`src/rtl/divider_pkg.sv`:
```
// Shared constants for the sequential restoring divider: FSM encoding,
// default operand widths and the divide-by-zero quotient.
package divider_pkg;
   localparam logic [1:0] S_IDLE = 2'd0;
   localparam logic [1:0] S_RUN  = 2'd1;
   localparam logic [1:0] S_DONE = 2'd2;

   localparam int DEF_DIVIDEND_W = 8;
   localparam int DEF_DIVISOR_W  = 4;

   localparam logic [DEF_DIVIDEND_W-1:0] QUOT_DIV0 = '1;
endpackage

```
`src/rtl/div_step.sv`:
```
// One restoring-division step: shift the next dividend bit into the partial
// remainder and subtract the divisor when it fits.
module div_step #(
   parameter int DIVISOR_W = 4
) (
   input  logic [DIVISOR_W:0]   prem_i,
   input  logic                 bit_i,
   input  logic [DIVISOR_W-1:0] divisor_i,
   output logic [DIVISOR_W:0]   prem_o,
   output logic                 qbit_o
);
   logic [DIVISOR_W:0] t;
   logic [DIVISOR_W:0] dv;

   assign t  = {prem_i[DIVISOR_W-1:0], bit_i};
   assign dv = {1'b0, divisor_i};

   // A set top bit means the shifted value overflowed t, so it always fits.
   assign qbit_o = prem_i[DIVISOR_W] | (t >= dv);
   assign prem_o = qbit_o ? (t - dv) : t;
endmodule

```
`src/rtl/divider_8_4_seq.sv`:
```
// Sequential unsigned restoring divider, one quotient bit per clock, with a
// start/busy/done handshake and a divide-by-zero flag.
module divider_8_4_seq
   import divider_pkg::*;
#(
   parameter int DIVIDEND_W = DEF_DIVIDEND_W,
   parameter int DIVISOR_W  = DEF_DIVISOR_W,
   parameter int CNT_W      = 4
) (
   input  logic                  clk,
   input  logic                  rst,
   input  logic                  start,
   input  logic [DIVIDEND_W-1:0] dividend,
   input  logic [DIVISOR_W-1:0]  divisor,
   output logic                  busy,
   output logic                  done,
   output logic [DIVIDEND_W-1:0] quotient,
   output logic [DIVISOR_W-1:0]  remainder,
   output logic                  div_by_zero
);
   logic [1:0]            state_q, state_d;
   logic [CNT_W-1:0]      cnt_q, cnt_d;
   logic [DIVISOR_W:0]    prem_q, prem_d, prem_n;
   logic [DIVIDEND_W-1:0] qreg_q, qreg_d;
   logic [DIVISOR_W-1:0]  div_q, div_d;
   logic [DIVIDEND_W-1:0] quot_q, quot_d;
   logic [DIVISOR_W-1:0]  rem_q, rem_d;
   logic                  dbz_q, dbz_d;
   logic                  qbit;

   div_step #(.DIVISOR_W(DIVISOR_W)) u_step (
      .prem_i    (prem_q),
      .bit_i     (qreg_q[DIVIDEND_W-1]),
      .divisor_i (div_q),
      .prem_o    (prem_n),
      .qbit_o    (qbit)
   );

   always_ff @(posedge clk or posedge rst) begin
      if (rst) state_q <= S_IDLE;
      else     state_q <= state_d;
   end

   always_comb begin
      state_d = state_q;
      case (state_q)
         S_IDLE:  if (start) state_d = (divisor == '0) ? S_DONE : S_RUN;
         S_RUN:   if (cnt_q == CNT_W'(1)) state_d = S_DONE;
         S_DONE:  state_d = S_IDLE;
         default: state_d = S_IDLE;
      endcase
   end

   always_comb begin
      busy = (state_q == S_RUN);
      done = (state_q == S_DONE);
   end

   // Datapath: operands are captured only on the accepting edge in IDLE.
   always_comb begin
      cnt_d  = cnt_q;
      prem_d = prem_q;
      qreg_d = qreg_q;
      div_d  = div_q;
      quot_d = quot_q;
      rem_d  = rem_q;
      dbz_d  = dbz_q;
      if (state_q == S_IDLE && start) begin
         if (divisor == '0) begin
            quot_d = QUOT_DIV0;
            rem_d  = '0;
            dbz_d  = 1'b1;
         end else begin
            div_d  = divisor;
            prem_d = '0;
            qreg_d = dividend;
            cnt_d  = CNT_W'(DIVIDEND_W);
         end
      end else if (state_q == S_RUN) begin
         prem_d = prem_n;
         qreg_d = {qreg_q[DIVIDEND_W-2:0], qbit};
         cnt_d  = cnt_q - CNT_W'(1);
         if (cnt_q == CNT_W'(1)) begin
            quot_d = {qreg_q[DIVIDEND_W-2:0], qbit};
            rem_d  = prem_n[DIVISOR_W-1:0];
            dbz_d  = 1'b0;
         end
      end
   end

   always_ff @(posedge clk or posedge rst) begin
      if (rst) begin
         cnt_q  <= '0;
         prem_q <= '0;
         qreg_q <= '0;
         div_q  <= '0;
         quot_q <= '0;
         rem_q  <= '0;
         dbz_q  <= 1'b0;
      end else begin
         cnt_q  <= cnt_d;
         prem_q <= prem_d;
         qreg_q <= qreg_d;
         div_q  <= div_d;
         quot_q <= quot_d;
         rem_q  <= rem_d;
         dbz_q  <= dbz_d;
      end
   end

   assign quotient    = quot_q;
   assign remainder   = rem_q;
   assign div_by_zero = dbz_q;
endmodule

```
`config.mk`:
```
export PLATFORM = sky130hd
export DESIGN_NAME = divider_8_4_seq
export DESIGN_NICKNAME = d
export VERILOG_FILES = /design/src/rtl/divider_pkg.sv /design/src/rtl/div_step.sv /design/src/rtl/divider_8_4_seq.sv
export SDC_FILE = /design/constraint.sdc
export NUM_CORES = 1
export LEC_CHECK = 0
export CAP_MARGIN = 20
export CORE_MARGIN = 2
export CORE_UTILIZATION = 59
export CTS_BUF_LIST = sky130_fd_sc_hd__clkbuf_4 sky130_fd_sc_hd__clkbuf_8
export DETAILED_ROUTE_END_ITERATION = 8
export PLACE_DENSITY_LB_ADDON = 0.2
export RECOVER_POWER = 25
export SLEW_MARGIN = 10
export SYNTH_ARGS = -nofsm -noshare
export SYNTH_HDL_FRONTEND = slang
export SYNTH_HIERARCHICAL = 1
export SYNTH_SLANG_ARGS = --single-unit
```
`constraint.sdc`:
```
create_clock -name clk -period 3.1 [get_ports clk]
set_input_delay 0.62 -clock clk [delete_from_list [all_inputs] [get_ports clk]]
set_output_delay 0.62 -clock clk [all_outputs]
set_load 0.02 [all_outputs]
```
==> results_dict.tcl <==
set metrics [dict create \
    status "finished with violations" \
    violations "max-capacitance violations, max-slew violations" \
    nets 211 \
    gr-total-overflow 0 \
    hold_buffers 0 \
    p_leak_nw 0.941 \
    finalSetupTns_ns 0 \
    cts_resized 0 \
    clk_pin_slew_ns 0.10 \
    ys_types 46 \
    synth-edff-count 0 \
    fin_ws_ns 0.321 \
    setup_viol 0 \
    insertedDiodeCount 0 \
    worst_ep_arrival_time_ns 2.16 \
    start_kind "flop" \
    clockRootBuffer "clkbuf_4" \
    clkSinkCount 36 \
    routed_wl_mm 3.69 \
    rsz0062_at_grt "false" \
    ant_nets 0 \
    crit_chain "nand2b_1, inv_2, clkdlybuf4s50_1" \
    drive_gt1_share_pct 15.9 \
    final_area_sq_um 2200 \
    n_fill_cell 238 \
    syn_to_final_growth_pct 20.5 \
    grt_pass1_vias 1256 \
    antenna_found_initial 0 \
    gp_congestion 0.771 \
    synth.largest_area_cell "dfrtp_1" \
    cts_tree "built" \
    io_pins 30 \
    multi_input_area_sq_um 861 \
    synth_area_leaders "dfrtp_1 49%, ha_1 4.1%, o22a_1 3.8%, a22o_1 3.4%, nand2_1 2.9%" \
    fmax_mhz 360 \
    grt_pass1_wl_mm 6.02 \
    critical-path-max-stage-delay_ns 0.67 \
    start_util_pct 60.9 \
    slew_viol_final 37 \
    synthTopCellsByCount "36 x dfrtp_1, 14 x nand2_1, 9 x inv_1, 9 x o21ai_0" \
    power.density_nw_per_um2 1180 \
    via_per_inst 5.80 \
    num_rows 20 \
    post_dp_cell_area_sq_um 2140 \
    gr-usage-all-layers_pct 23.3 \
    vias 1287 \
    worstHoldPathType "flop to flop" \
    end_kind "primary output" \
    layout_min_cycle_time_ns 2.78 \
    utilization_pct 73.4 \
    yosysWarnings 6 \
    worstPathMaxFanout 19 \
    drt_iter0_markers 37 \
    dr.pass1.iters 4 \
    post-route-period-util_pct 89.6 \
    peakVddDrop_uv 717 \
    cap_violations 1 \
    grt_max_degree 37 \
    hold_slack_ns 0.497 \
    worst_pin_slew_ns 1.83 \
    syn-mean-instance-area_sq_um 11.8 \
    finalHoldViolCount 0 \
    yosysTopAreaCellShare_pct 49.2 \
    dp_hpwl_mm 2.81 \
    netlist_instances 155 \
    finalClockSkew_ns 0.0177 \
    core_area_sq_um 3000 \
    cts_buffers 5 \
    drc 0 \
    ff_latch_area_sq_um 901 \
    crit_type "flop to primary output" \
    clockBufferDepth 2 \
    postCtsSetupRepairBufs 0 \
    synth_most_common_cell "dfrtp_1" \
    syn-cell-area_sq_um 1830 \
    die_x_microns 59.7 \
    wl_per_cell_microns 16.6 \
    dp_slack_ns 0.691 \
    slowest_stage "clkdlybuf4s50_1" \
    synth_fp_nets 177 \
    fp.dieH_microns 59.7 \
    dieArea_sq_um 3560 \
    slew-limit-headroom_pct -22.0 \
    portBuffers 29 \
    clk_latency_ns 0.34 \
    ys.flop_type "dfrtp_1" \
    yosysSeqAreaShare_pct 49.2 \
    worstPathRequired_ns 2.48 \
    synthArstFlopShare_pct 100 \
    ys_ff_latch 36 \
    cts_max_level 2 \
]
[registers in the layout (all words and copies together), names as in the netlist]
| name | flops |
|---|---|
| prem_q | 5 |
| quotient | 8 |
| cnt_q | 4 |
| state_q | 2 |
| div_by_zero | 1 |
| qreg_q | 8 |
| div_q | 4 |
| remainder | 4 |
[kinds of logic (layout without fill, tap and decap cells)]
family          after synthesis  count (layout)  share of synthesized area, %
compound gates               43              43                          20.4
xor+xnor                      2               2                         0.958
fa+ha+maj                     7               7                          5.20
buf+inv                      14              48                          3.69
flops                        36              36                          49.2
mux                           3               3                          1.91
simple gates                 50              50                          18.6
[where the power goes]
group / internal [mW] / switching, mW
clock: 0.129 / 0.144
combinational: 0.707 / 0.758
sequential: 0.692 / 0.164
[placed cells by master (no fill, tap or decap), types with 2 or more instances in the layout]
cell | synthesis | layout
a21oi_1 | 3 | 3
a22o_1 | 7 | 7
clkbuf_4 | 0 | 5
clkbuf_8 | 0 | 2
clkdlybuf4s50_1 | 0 | 28
dfrtp_1 | 36 | 36
ha_1 | 6 | 6
inv_1 | 9 | 9
inv_2 | 2 | 2
mux2i_1 | 2 | 2
nand2_1 | 14 | 14
nand2b_1 | 6 | 6
nor2_1 | 8 | 8
nor2b_1 | 2 | 2
o21ai_0 | 9 | 9
o221a_1 | 4 | 4
o221a_2 | 4 | 4
o22a_1 | 8 | 8
or2b_1 | 4 | 4
[worst max-delay path: cells and delay by family, from the launching register on]
kind | cells | cell delay, ns
flops | 1 | 0.44
simple gates | 1 | 0.36
buf+inv | 2 | 1.03
[routing by layer]
metal / part of all wire, % / up-vias / wire [microns] / track usage (%)
li1: - / 633 / - / -
met1: 45 / 628 / 1670 / 32.3
met2: 50 / 23 / 1840 / 35.9
met3: 4.2 / 3 / 155 / 6.71
met4: 0.73 / 0 / 27 / 6.35
met5: 0 / - / 0 / 0
[worst paths after layout]
kind | startpoint | endpoint | slack (ns) | cells past startpoint
min | quotient[3]$_DFFE_PP0P_ | quotient[3]$_DFFE_PP0P_ | 0.50 | 1
min in group asynchronous | rst | div_q[3]$_DFFE_PP0P_ | 1.36 | 3
max in group asynchronous | rst | remainder[0]$_DFFE_PP0P_ | 0.67 | 3
min reg2reg | quotient[3]$_DFFE_PP0P_ | quotient[3]$_DFFE_PP0P_ | 0.50 | 1
max reg2reg | div_q[1]$_DFFE_PP0P_ | remainder[2]$_DFFE_PP0P_ | 1.04 | 7
max | state_q[1]$_DFFE_PP0P_ | busy | 0.32 | 3
[area by class of cell]
class                   instances  area share (%)
flip-flops and latches         36            40.9
repair buffers                 30            13.3
multi-input cells             105            39.1
clock buffers                   7            2.95
inverters                      11            1.87
well taps                      33            1.87
[stage by stage]
step / instances / power (mW)
finish: 222 / 2.59
global route: 222 / 2.80
CTS: 222 / 2.61
detailed placement: 215 / 2.33
global placement: 215 / 2.26
floorplan: 155 / 1.92
Power figures use the tool's default switching activity.
